### config.mk
export PLATFORM = sky130hd
export DESIGN_NAME = bch_dec_correct
export DESIGN_NICKNAME = d
export VERILOG_FILES = /design/src/rtl/bch_pkg.sv /design/src/rtl/bch_synd_31.sv /design/src/rtl/bch_dec_correct.sv
export SDC_FILE = /design/constraint.sdc
export NUM_CORES = 1
export LEC_CHECK = 0
export CAP_MARGIN = 20
export CORE_MARGIN = 3
export CORE_UTILIZATION = 40
export CTS_CLUSTER_SIZE = 28
export DETAILED_ROUTE_END_ITERATION = 8
export GPL_ROUTABILITY_DRIVEN = 0
export PLACE_DENSITY = 0.6
export SLEW_MARGIN = 30
export SYNTH_ARGS = -nofsm -noshare
export SYNTH_HDL_FRONTEND = slang
export SYNTH_SLANG_ARGS = --single-unit
### constraint.sdc
create_clock -name clk_i -period 7.5 [get_ports clk_i]
set_clock_uncertainty 0.15 [all_clocks]
set_input_delay 1.5 -clock clk_i [delete_from_list [all_inputs] [get_ports clk_i]]
set_output_delay 1.5 -clock clk_i [all_outputs]
set_load 0.01 [all_outputs]
### src/rtl/bch_pkg.sv
// Shared GF(2^5) arithmetic, BCH(31,21) constants, result codes and FSM states
// for the double-error-correcting BCH decoder.
package bch_pkg;

    localparam int          GF_W     = 5;
    localparam logic [5:0]  GF_POLY  = 6'b100101;      // x^5 + x^2 + 1
    localparam logic [4:0]  GF_RED   = 5'b00101;       // GF_POLY without the x^5 term
    localparam logic [10:0] G_POLY   = 11'h769;        // x^10+x^9+x^8+x^6+x^5+x^3+1
    localparam int          CW_N     = 31;

    localparam logic [4:0]  ALPHA      = 5'b00010;
    localparam logic [4:0]  ALPHA_INV  = 5'b10010;     // alpha^-1 = alpha^4 + alpha
    localparam logic [4:0]  ALPHA_INV2 = 5'b01001;     // alpha^-2 = alpha^3 + 1

    localparam logic [1:0]  ERR_NONE   = 2'd0;
    localparam logic [1:0]  ERR_ONE    = 2'd1;
    localparam logic [1:0]  ERR_TWO    = 2'd2;
    localparam logic [1:0]  ERR_UNCORR = 2'd3;

    typedef enum logic [2:0] {
        ST_IDLE,
        ST_SYND,
        ST_SOLVE,
        ST_CHIEN,
        ST_DONE
    } state_t;

    function automatic logic [4:0] gf_mul(input logic [4:0] a, input logic [4:0] b);
        logic [4:0] p;
        logic [4:0] x;
        p = '0;
        x = a;
        for (int k = 0; k < GF_W; k++) begin
            if (b[k]) p = p ^ x;
            x = x[4] ? ({x[3:0], 1'b0} ^ GF_RED) : {x[3:0], 1'b0};
        end
        return p;
    endfunction

    function automatic logic [4:0] gf_sq(input logic [4:0] a);
        return gf_mul(a, a);
    endfunction

    // a^-1 = a^30 = a^2 * a^4 * a^8 * a^16; maps 0 to 0.
    function automatic logic [4:0] gf_inv(input logic [4:0] a);
        logic [4:0] a2, a4, a8, a16;
        a2  = gf_sq(a);
        a4  = gf_sq(a2);
        a8  = gf_sq(a4);
        a16 = gf_sq(a8);
        return gf_mul(gf_mul(a2, a4), gf_mul(a8, a16));
    endfunction

    // Elaboration-time helper for constant power tables.
    function automatic logic [4:0] gf_alpha_pow(input int e);
        logic [4:0] p;
        p = 5'b00001;
        for (int k = 0; k < e; k++) p = gf_mul(p, ALPHA);
        return p;
    endfunction

endpackage

### src/rtl/bch_synd_31.sv
// Combinational syndrome pair S1 = r(alpha), S3 = r(alpha^3) of a 31-bit word.
module bch_synd_31
    import bch_pkg::*;
(
    input  logic [30:0] cw,
    output logic [4:0]  s1,
    output logic [4:0]  s3
);

    logic [30:0][4:0] term1;
    logic [30:0][4:0] term3;

    genvar gi;
    generate
        for (gi = 0; gi < CW_N; gi++) begin : g_term
            localparam logic [4:0] P1 = gf_alpha_pow(gi);
            localparam logic [4:0] P3 = gf_alpha_pow((3 * gi) % CW_N);
            assign term1[gi] = cw[gi] ? P1 : 5'd0;
            assign term3[gi] = cw[gi] ? P3 : 5'd0;
        end
    endgenerate

    always_comb begin
        s1 = '0;
        s3 = '0;
        for (int k = 0; k < CW_N; k++) begin
            s1 = s1 ^ term1[k];
            s3 = s3 ^ term3[k];
        end
    end

endmodule

### src/rtl/bch_dec_correct.sv
// Shortened BCH(31,21) DEC decoder: syndrome, locator solve, 31-cycle Chien search.
// Optional macro BCH_DEC_EARLY_EXIT_EN sends error-free words straight to DONE.
module bch_dec_correct
    import bch_pkg::*;
#(
    parameter int P_D_WIDTH = 21
)
(
    input  logic                   clk_i,
    input  logic                   rst_i,
    input  logic [P_D_WIDTH+9:0]   cw_i,
    input  logic                   in_valid_i,
    output logic                   in_ready_o,
    output logic [P_D_WIDTH-1:0]   d_o,
    output logic [1:0]             err_o,
    output logic                   out_valid_o,
    input  logic                   out_ready_i
);

    localparam int CW_W = P_D_WIDTH + 10;

    state_t                 state_reg, state_next;
    logic [30:0]            cw_reg, cw_next;
    logic [30:0]            fix_reg, fix_next;
    logic [4:0]             s1_reg, s1_next;
    logic [4:0]             s3_reg, s3_next;
    logic [4:0]             sig1_reg, sig1_next;
    logic [4:0]             sig2_reg, sig2_next;
    logic [1:0]             deg_reg, deg_next;
    logic                   uncorr_reg, uncorr_next;
    logic [4:0]             idx_reg, idx_next;
    logic [1:0]             root_cnt_reg, root_cnt_next;
    logic                   bad_root_reg, bad_root_next;
    logic [P_D_WIDTH-1:0]   d_reg, d_next;
    logic [1:0]             err_reg, err_next;

    logic [4:0]             s1_c, s3_c, s1_cube;
    logic                   root_hit, bad_now;
    logic [1:0]             cnt_now;
    logic [30:0]            fix_now;

    bch_synd_31 u_synd (
        .cw (cw_reg),
        .s1 (s1_c),
        .s3 (s3_c)
    );

    assign s1_cube     = gf_mul(gf_sq(s1_reg), s1_reg);
    assign in_ready_o  = (state_reg == ST_IDLE);
    assign out_valid_o = (state_reg == ST_DONE);
    assign d_o         = d_reg;
    assign err_o       = err_reg;

    always_comb begin
        state_next    = state_reg;
        cw_next       = cw_reg;
        fix_next      = fix_reg;
        s1_next       = s1_reg;
        s3_next       = s3_reg;
        sig1_next     = sig1_reg;
        sig2_next     = sig2_reg;
        deg_next      = deg_reg;
        uncorr_next   = uncorr_reg;
        idx_next      = idx_reg;
        root_cnt_next = root_cnt_reg;
        bad_root_next = bad_root_reg;
        d_next        = d_reg;
        err_next      = err_reg;

        // In CHIEN the sigma registers hold sigma1*alpha^-i and sigma2*alpha^-2i.
        root_hit = (state_reg == ST_CHIEN) && ((5'd1 ^ sig1_reg ^ sig2_reg) == 5'd0);
        cnt_now  = root_cnt_reg + {1'b0, root_hit};
        bad_now  = bad_root_reg | (root_hit && (idx_reg >= 5'(CW_W)));
        fix_now  = fix_reg ^ (root_hit ? (31'd1 << idx_reg) : 31'd0);

        case (state_reg)
            ST_IDLE: begin
                if (in_valid_i) begin
                    cw_next    = 31'(cw_i);
                    fix_next   = 31'(cw_i);
                    state_next = ST_SYND;
                end
            end
            ST_SYND: begin
                s1_next    = s1_c;
                s3_next    = s3_c;
                state_next = ST_SOLVE;
`ifdef BCH_DEC_EARLY_EXIT_EN
                if ((s1_c == 5'd0) && (s3_c == 5'd0)) begin
                    d_next     = cw_reg[CW_W-1:10];
                    err_next   = ERR_NONE;
                    state_next = ST_DONE;
                end
`endif
            end
            ST_SOLVE: begin
                sig1_next     = 5'd0;
                sig2_next     = 5'd0;
                deg_next      = 2'd0;
                uncorr_next   = 1'b0;
                idx_next      = 5'd0;
                root_cnt_next = 2'd0;
                bad_root_next = 1'b0;
                if (s1_reg == 5'd0) begin
                    uncorr_next = (s3_reg != 5'd0);
                end else if (s3_reg == s1_cube) begin
                    sig1_next = s1_reg;
                    deg_next  = 2'd1;
                end else begin
                    sig1_next = s1_reg;
                    sig2_next = gf_mul(s3_reg ^ s1_cube, gf_inv(s1_reg));
                    deg_next  = 2'd2;
                end
                state_next = ST_CHIEN;
            end
            ST_CHIEN: begin
                sig1_next     = gf_mul(sig1_reg, ALPHA_INV);
                sig2_next     = gf_mul(sig2_reg, ALPHA_INV2);
                fix_next      = fix_now;
                root_cnt_next = cnt_now;
                bad_root_next = bad_now;
                idx_next      = idx_reg + 5'd1;
                if (idx_reg == 5'(CW_N - 1)) begin
                    if (uncorr_reg || (cnt_now != deg_reg) || bad_now) begin
                        d_next   = cw_reg[CW_W-1:10];
                        err_next = ERR_UNCORR;
                    end else begin
                        d_next   = fix_now[CW_W-1:10];
                        err_next = deg_reg;
                    end
                    state_next = ST_DONE;
                end
            end
            ST_DONE: begin
                if (out_ready_i) state_next = ST_IDLE;
            end
            default: state_next = ST_IDLE;
        endcase
    end

    always_ff @(posedge clk_i) begin
        if (rst_i) begin
            state_reg    <= ST_IDLE;
            cw_reg       <= '0;
            fix_reg      <= '0;
            s1_reg       <= '0;
            s3_reg       <= '0;
            sig1_reg     <= '0;
            sig2_reg     <= '0;
            deg_reg      <= '0;
            uncorr_reg   <= 1'b0;
            idx_reg      <= '0;
            root_cnt_reg <= '0;
            bad_root_reg <= 1'b0;
            d_reg        <= '0;
            err_reg      <= ERR_NONE;
        end else begin
            state_reg    <= state_next;
            cw_reg       <= cw_next;
            fix_reg      <= fix_next;
            s1_reg       <= s1_next;
            s3_reg       <= s3_next;
            sig1_reg     <= sig1_next;
            sig2_reg     <= sig2_next;
            deg_reg      <= deg_next;
            uncorr_reg   <= uncorr_next;
            idx_reg      <= idx_next;
            root_cnt_reg <= root_cnt_next;
            bad_root_reg <= bad_root_next;
            d_reg        <= d_next;
            err_reg      <= err_next;
        end
    end

endmodule

==> flow_metrics.env, run 1 <==
export IMPL_core_area_sq_mm=0.0235
export IMPL_insertion_delay_ps=360
export IMPL_num_io_pins=60
export IMPL_grt_util_met3_pct=2.28
export IMPL_critPathMaxStageDelay_ps=480
export IMPL_drtIter0Drc=692
export IMPL_yosys_warnings=0
export IMPL_clk_pin_slew_ps=80
export IMPL_ant_nets=0
export IMPL_slew_headroom_pct=35.0
export IMPL_busiest_layer="met2"
export IMPL_netlist_area_sq_mm=0.00962
export IMPL_synth_edf_count=0
export IMPL_antenna_found_initial=0
export IMPL_grt_pass1_wl_um=43100
export IMPL_arrival_ps=7250
export IMPL_routedWlPerCell_um=16.3
export IMPL_vias=9234
export IMPL_synth_flop_cell="dfxtp_1"
export IMPL_cts_sinks=109
export IMPL_die_h_um=161
export IMPL_cpMaxStageDelayCell="or4_1"
export IMPL_grt_total_usage_pct=19.8
export IMPL_use_met1_pct=30.0
export IMPL_synthTopCellsByArea="dfxtp_1, xnor2_1, a21oi_1"
export IMPL_routed_wl_um=26600
export IMPL_viasPerCell=5.67
export IMPL_synth_top_area_share_pct=22.7
export IMPL_final_nets=1357
export IMPL_num_rows=56
export IMPL_start_kind="flop"
export IMPL_fill_cells=2424
export IMPL_crit_required_ps=7590
export IMPL_drive_gt1_share_pct=12.0
export IMPL_grt_max_degree=97
export IMPL_ys_ff_latch=109
export IMPL_firstDrtPassIters=5
export IMPL_path_max_fanout=12
export IMPL_whs_ps=312
export IMPL_syn_to_final_growth_pct=14.0
export IMPL_dp_cells=1605
export IMPL_end_kind="flop"
export IMPL_post_route_util_pct=46.6
export IMPL_dieArea_sq_mm=0.0260
export IMPL_dpl_cell_area_sq_mm=0.0105
export IMPL_critPathKind="flop to flop"
export IMPL_htree_levels=3
export IMPL_stdcell_count=1629
export IMPL_ys_top_cells_by_count="nand2_1, xnor2_1, nor2_1, a21oi_1, dfxtp_1"
export IMPL_start_util_pct=40.9
export IMPL_max_freq_ghz=0.140
export IMPL_reg2reg_slack_ps=340
export IMPL_cts_buffers=9
export IMPL_worst_pin_slew_ps=973
export IMPL_hold_buffers=0
export IMPL_hold_path_class="flop to flop"
export IMPL_finalCritPeriodShare_pct=95.4
export IMPL_die_x_um=161
export IMPL_syn_area_per_cell_sq_um=7.50
export IMPL_async_flop_share_pct=0
export IMPL_syn_nets=1336
export IMPL_port_buffer_count=59
export IMPL_grt_pass1_vias=8135
export IMPL_min_period_ps=7160
export IMPL_n_antenna_cell=0
export IMPL_ctsLongestPathBuffers=2
export IMPL_syn_inst=1284
export IMPL_dp_final_hpwl_um=19400
export IMPL_cts_tree="done"
export IMPL_finalHoldViolCount=0
export IMPL_largest_reg_flops=31
export IMPL_yosysMostFrequentCell="nand2_1"
export IMPL_ys_types=97
export IMPL_yosysTopAreaCell="dfxtp_1"
export IMPL_root_buffer="clkbuf_16"
export IMPL_grt_overflow=0
export IMPL_drv_cap=0
export IMPL_finalSetupViolCount=0
export IMPL_drc=0
export IMPL_status="completed"
export IMPL_seq_area_frac_synth_pct=22.7
export IMPL_grt_use_met2_pct=30.6
export IMPL_finalMaxSlewViolations=0
export IMPL_finish_instance_area_sq_mm=0.0110
==> cells in the final DEF, fill, tap and decap left out, types with 28 or more instances in the layout <==
cell             instances
clkdlybuf4s50_1         58
nor2_1                 138
a211oi_1                42
nand2_1                165
a21oi_1                126
buf_4                   48
nand3_1                 28
dfxtp_1                108
xor2_1                  47
xnor2_1                146
o21ai_0                 36
==> critical path, delay by kind of cell, from the launching register on <==
| kind | cells | cell delay, ps |
|---|---|---|
| AOI/OAI and AO/OA | 8 | 1160 |
| xor gates and xnor gates | 2 | 420 |
| adders and majority gates | 4 | 1170 |
| buffers and inverters | 5 | 710 |
| DFF | 1 | 470 |
| and+or+nand+nor | 11 | 2950 |
==> cell families after synthesis <==
family | synth area share, %
buffers and inverters | 5.32
xor gates and xnor gates | 21.4
adders and majority gates | 2.21
AOI/OAI and AO/OA | 25.0
and+or+nand+nor | 21.7
DFF | 22.7
muxes | 1.63
==> per-stage QoR <==
step / worst slack, ps / setup TNS (ps)
after detailed placement: 201 / 0
after floorplan: 34.4 / 0
after CTS: 143 / 0
after global placement: 337 / 0
after global routing: -24.2 / -26.0
final: 342 / 0
==> path summary, 6_finish.rpt <==
kind / startpoint / to / cells past startpoint
setup / recovery: s1_reg[4] / sig2_reg[2] / 30
hold / removal: root_cnt_reg[0] / root_cnt_reg[0] / 2
setup reg to reg: s1_reg[4] / sig2_reg[2] / 30
hold reg to reg: root_cnt_reg[0] / root_cnt_reg[0] / 2
==> metal layers <==
layer / share of wire (%) / routed length [um] / vias up
met1: 49 / 13000 / 4364
met2: 45 / 11900 / 278
met5: 0 / 0 / -
li1: - / - / 4572
met4: 0.83 / 221 / 0
met3: 5.1 / 1360 / 20
==> cell type report <==
type	count	area (sq um)	share of cell area, %
Multi-Input combinational cell	1055	7040	64.2
Timing Repair Buffer	108	957	8.72
Tap cell	319	399	3.64
Inverter	22	90.1	0.821
Clock inverter	7	73.8	0.673
Sequential cell	109	2180	19.9
Clock buffer	9	225	2.05
==> repair_timing <==
item | 4_1_cts | 5_1_grt
hold endpoints to repair | 0 | 0
gates resized for setup | 0 | 15
endpoints found under the setup margin | 0 | 5
buffers inserted | 0 | 8
Power of run 1 is not shown: default switching activity piles up to over one toggle a cycle in this logic, so the estimate is an artifact.
==> run 2: changes to the inputs <==
--- a/config.mk
+++ b/config.mk
@@ -5,13 +5,14 @@
 export SDC_FILE = /design/constraint.sdc
 export NUM_CORES = 1
 export LEC_CHECK = 0
+export ABC_AREA = 1
 export CAP_MARGIN = 20
 export CORE_MARGIN = 3
-export CORE_UTILIZATION = 40
+export CORE_UTILIZATION = 35
 export CTS_CLUSTER_SIZE = 28
 export DETAILED_ROUTE_END_ITERATION = 8
 export GPL_ROUTABILITY_DRIVEN = 0
-export PLACE_DENSITY = 0.6
+export PLACE_DENSITY = 0.54
 export SLEW_MARGIN = 30
 export SYNTH_ARGS = -nofsm -noshare
 export SYNTH_HDL_FRONTEND = slang
==> flow_metrics.env, run 2 <==
export IMPL_min_period_ps=6610
export IMPL_drc=0
export IMPL_post_route_util_pct=40.2
export IMPL_layout_commonest_cell="nand2_1"
export IMPL_wl_met1_um=12800
export IMPL_routed_top_layer="met4"
export IMPL_synthTopCellsByArea="dfxtp_1, nand2_1, xor2_1"
export IMPL_core_area_sq_mm=0.0255
export IMPL_dieArea_sq_mm=0.0283
export IMPL_grt_overflow=0
export IMPL_ant_nets=0
export IMPL_hold_buffers=0
export IMPL_hold_path_depth=2
export IMPL_slew_headroom_pct=44.4
export IMPL_syn_area_per_cell_sq_um=6.41
export IMPL_grt_total_usage_pct=18.5
export IMPL_cts_repair_resized=0
export IMPL_port_buffer_count=59
export IMPL_drtIter0Drc=563
export IMPL_rsz0062_at_grt="no"
export IMPL_drv_cap=0
export IMPL_status="completed"
export IMPL_hold_path_class="flop to flop"
export IMPL_die_h_um=168
export IMPL_fill_cells=2787
export IMPL_finalMaxSlewViolations=0
export IMPL_yosys_warnings=0
export IMPL_wl_met2_um=12200
export IMPL_async_flop_share_pct=0
export IMPL_syn_to_final_growth_pct=11.7
export IMPL_startpoint="s1_reg[4]"
export IMPL_multi_input_area_sq_mm=0.00592
export IMPL_critPathMaxStageDelay_ps=510
export IMPL_worst_pin_slew_ps=832
export IMPL_reg2reg_slack_ps=890
export IMPL_root_buffer="clkbuf_16"
export IMPL_insertion_delay_ps=360
export IMPL_register_area_sq_mm=0.00218
export IMPL_dp_final_hpwl_um=19500
export IMPL_min_from="d_o[18]"
export IMPL_cpMaxStageDelayCell="ha_1"
export IMPL_fin_setup_tns_ps=0
export IMPL_ys_top_cells_by_count="nand2_1, inv_1, xor2_1, dfxtp_1, nand3_1"
export IMPL_firstDrtPassIters=6
export IMPL_syn_inst=1436
export IMPL_reg2reg_from="s1_reg[4]"
export IMPL_routedWlPerCell_um=14.6
export IMPL_ctsLongestPathBuffers=2
export IMPL_synth_flop_cell="dfxtp_1"
export IMPL_htree_levels=3
export IMPL_clk_pin_slew_ps=80
export IMPL_grt_pass1_vias=8266
export IMPL_final_cell_mix="nand2_1, inv_1, xor2_1"
export IMPL_finalHoldViolCount=0
export IMPL_routed_wl_um=26000
export IMPL_critPathKind="flop to flop"
export IMPL_ys_types=42
export IMPL_viasPerCell=4.83
export IMPL_num_io_pins=60
export IMPL_crit_required_ps=7650
export IMPL_start_kind="flop"
export IMPL_end_kind="flop"
export IMPL_largest_reg_flops=31
export IMPL_cts_tree="done"
export IMPL_die_x_um=168
export IMPL_grt_max_degree=57
export IMPL_antenna_found_initial=0
export IMPL_vias=8614
export IMPL_yosysMostFrequentCell="nand2_1"
export IMPL_cts_buffers=9
export IMPL_max_freq_ghz=0.151
export IMPL_drive_gt1_share_pct=6.88
export IMPL_synth_edf_count=0
export IMPL_n_antenna_cell=0
export IMPL_seq_area_frac_synth_pct=23.7
export IMPL_finalCritPeriodShare_pct=88.1
export IMPL_post_cts_buffers=0
export IMPL_cts_sinks=109
export IMPL_finish_instance_area_sq_mm=0.0103
export IMPL_yosysTopAreaCell="dfxtp_1"
export IMPL_netlist_area_sq_mm=0.00920
export IMPL_wl_met3_um=771
export IMPL_syn_nets=1488
export IMPL_dpl_cell_area_sq_mm=0.00998
export IMPL_worstRegToRegCells=43
export IMPL_ys_ff_latch=109
export IMPL_synth_top_area_share_pct=23.7
export IMPL_grt_pass1_wl_um=42900
export IMPL_start_util_pct=36.0
export IMPL_num_rows=58
export IMPL_crit_top_cell="nand2_1"
export IMPL_finalSetupViolCount=0
export IMPL_path_max_fanout=13
export IMPL_arrival_ps=6760
export IMPL_final_nets=1501
==> run 2: changes by cell type after synthesis, moves of 20 or more <==
cell / delta
nand2_1: +201
nand3_1: +70
inv_1: +185
nor3_1: -20
a211oi_1: -39
clkbuf_1: -20
nor2_1: -62
xnor2_1: -61
a31o_2: -24
nand2_2: +26
a21oi_1: -54
o21ai_0: +26
xor2_1: +64
o211ai_1: +25
==> run 2: routing by layer <==
| metal | up-vias | track usage [%] |
|---|---|---|
| li1 | 4507 | - |
| met3 | 15 | 2.44 |
| met1 | 3954 | 25.3 |
| met2 | 138 | 31.5 |
| met4 | 0 | 3.38 |
| met5 | - | 0 |
==> run 2: kinds of logic after synthesis <==
logic type | synth area share [%]
simple gates | 30.3
buf+inv | 11.9
xor+xnor | 19.2
compound gates | 12.5
flops | 23.7
fa+ha+maj | 2.31
==> run 2: path summary, 6_finish.rpt <==
check,endpoint
worst max-delay path,sig2_reg[0]
worst max register to register,sig2_reg[0]
worst min register to register,d_o[18]
worst min-delay path,d_o[18]
==> run 2: area by class of cell <==
class	count	area share, %
Clock inverter	6	0.670
Sequential cell	109	21.2
Timing Repair Buffer	67	6.28
Tap cell	330	4.02
Multi-Input combinational cell	1044	57.6
Clock buffer	9	2.19
Inverter	218	7.96
==> run 2: per-stage QoR <==
stage               worst slack (ps)  hold slack (ps)  std cells
finish                           890              320       1783
global route                     154              344       1783
CTS                              902              322       1783
detailed placement               916              310       1768
global placement                1030              307       1768
floorplan                       1850              295       1436
==> run 2: worst max-delay path: cells and delay by family, from the launching register on <==
family | cells | cell delay, ps
AOI/OAI and AO/OA | 1 | 140
xor gates and xnor gates | 1 | 190
adders and majority gates | 4 | 1660
buffers and inverters | 5 | 470
DFF | 1 | 500
and+or+nand+nor | 32 | 3440
Power of run 2 is left out for the same reason.
==> run 3: changes to the inputs <==
--- a/config.mk
+++ b/config.mk
@@ -7,11 +7,12 @@
 export LEC_CHECK = 0
 export ABC_AREA = 1
 export CAP_MARGIN = 20
-export CORE_MARGIN = 3
+export CORE_MARGIN = 2
 export CORE_UTILIZATION = 35
 export CTS_CLUSTER_SIZE = 28
 export DETAILED_ROUTE_END_ITERATION = 8
 export GPL_ROUTABILITY_DRIVEN = 0
+export GPL_TIMING_DRIVEN = 0
 export PLACE_DENSITY = 0.54
 export SLEW_MARGIN = 30
 export SYNTH_ARGS = -nofsm -noshare
==> flow_metrics.env, run 3 (synthesis results as in run 2) <==
export IMPL_status="completed"
export IMPL_grt_overflow=0
export IMPL_htree_levels=3
export IMPL_core_area_sq_mm=0.0259
export IMPL_hold_path_class="flop to flop"
export IMPL_ctsLongestPathBuffers=2
export IMPL_final_cell_mix="nand2_1, inv_1, xor2_1"
export IMPL_dieArea_sq_mm=0.0276
export IMPL_cts_buffers=9
export IMPL_finish_instance_area_sq_mm=0.0105
export IMPL_clk_pin_slew_ps=90
export IMPL_hold_buffers=0
export IMPL_layout_commonest_cell="nand2_1"
export IMPL_cts_repair_resized=0
export IMPL_ant_nets=0
export IMPL_final_nets=1557
export IMPL_start_kind="flop"
export IMPL_largest_reg_flops=31
export IMPL_reg2reg_slack_ps=830
export IMPL_n_antenna_cell=0
export IMPL_firstDrtPassIters=5
export IMPL_drv_cap=0
export IMPL_num_rows=59
export IMPL_vias=8925
export IMPL_antenna_found_initial=0
export IMPL_finalHoldViolCount=0
export IMPL_dp_cells=1829
export IMPL_rsz0062_at_grt="no"
export IMPL_routedWlPerCell_um=15.2
export IMPL_worst_pin_slew_ps=897
export IMPL_register_area_sq_mm=0.00218
export IMPL_critPathMaxStageDelay_ps=510
export IMPL_die_h_um=166
export IMPL_crit_top_cell="nand2_1"
export IMPL_drive_gt1_share_pct=6.49
export IMPL_cp_top_family="simple AND/OR/NAND/NOR gates"
export IMPL_stdcell_count=1845
export IMPL_grt_max_degree=21
export IMPL_start_util_pct=35.5
export IMPL_dpl_cell_area_sq_mm=0.0102
export IMPL_cts_sinks=109
export IMPL_drc=0
export IMPL_min_period_ps=6670
export IMPL_grt_pass1_vias=8247
export IMPL_dp_final_hpwl_um=22000
export IMPL_max_freq_ghz=0.150
export IMPL_syn_to_final_growth_pct=14.1
export IMPL_routed_wl_um=28100
export IMPL_fill_cells=2790
export IMPL_insertion_delay_ps=370
export IMPL_cpMaxStageDelayCell="dfxtp_1"
export IMPL_fin_setup_tns_ps=0
export IMPL_drtIter0Drc=628
export IMPL_multi_input_area_sq_mm=0.00592
export IMPL_grt_total_usage_pct=20.1
export IMPL_grt_pass1_wl_um=44400
export IMPL_end_kind="flop"
export IMPL_finalMaxSlewViolations=0
export IMPL_critPathKind="flop to flop"
export IMPL_num_io_pins=60
export IMPL_root_buffer="clkbuf_16"
export IMPL_path_max_fanout=10
export IMPL_port_buffer_count=58
export IMPL_viasPerCell=4.84
export IMPL_cts_tree="done"
export IMPL_crit_required_ps=7610
export IMPL_finalSetupViolCount=0
export IMPL_finalCritPeriodShare_pct=89.0
export IMPL_die_x_um=166
export IMPL_arrival_ps=6780
export IMPL_slew_headroom_pct=40.2
export IMPL_critPathBufInv=13
export IMPL_post_cts_buffers=0
[run 3: routing by layer]
metal,track usage [%],vias up,routed length (um)
li1,-,4631,-
met1,27.0,4071,13300
met2,34.1,198,13200
met3,2.79,25,1210
met4,5.10,0,391
met5,0,-,0
[run 3: per-stage QoR]
| stage | setup WS [ps] | hold WS (ps) | util (%) |
|---|---|---|---|
| detailed placement | 840 | 311 | 39.4 |
| finish | 829 | 325 | 40.5 |
| global route | 160 | 334 | 40.5 |
| global placement | 902 | 307 | 39.4 |
| CTS | 830 | 326 | 40.5 |
| floorplan | 1850 | 295 | - |
[run 3: final timing paths]
| check | startpoint | to | cells after the start |
|---|---|---|---|
| worst max-delay path | s1_reg[4] | sig2_reg[0] | 50 |
| worst min register to register | d_o[5] | d_o[5] | 2 |
| worst min-delay path | d_o[5] | d_o[5] | 2 |
| worst max register to register | s1_reg[4] | sig2_reg[0] | 50 |
[run 3: layout make-up]
type,count,area share [%]
sequential,109,20.8
clock inverter,6,0.620
buffer,65,2.67
clock buffer,10,2.18
tap,335,3.99
inverter,218,7.80
multi-input combinational,1044,56.4
timing repair buffer,58,5.53
[run 3: worst register-to-register path, delay by kind of cell, from the launching register on]
family          cells  cell delay [ps]
compound gates      1               60
xor+xnor            1              190
fa+ha+maj           4             1170
buf+inv            13             1640
flops               1              510
simple gates       31             2860
Power of run 3 is left out for the same reason.
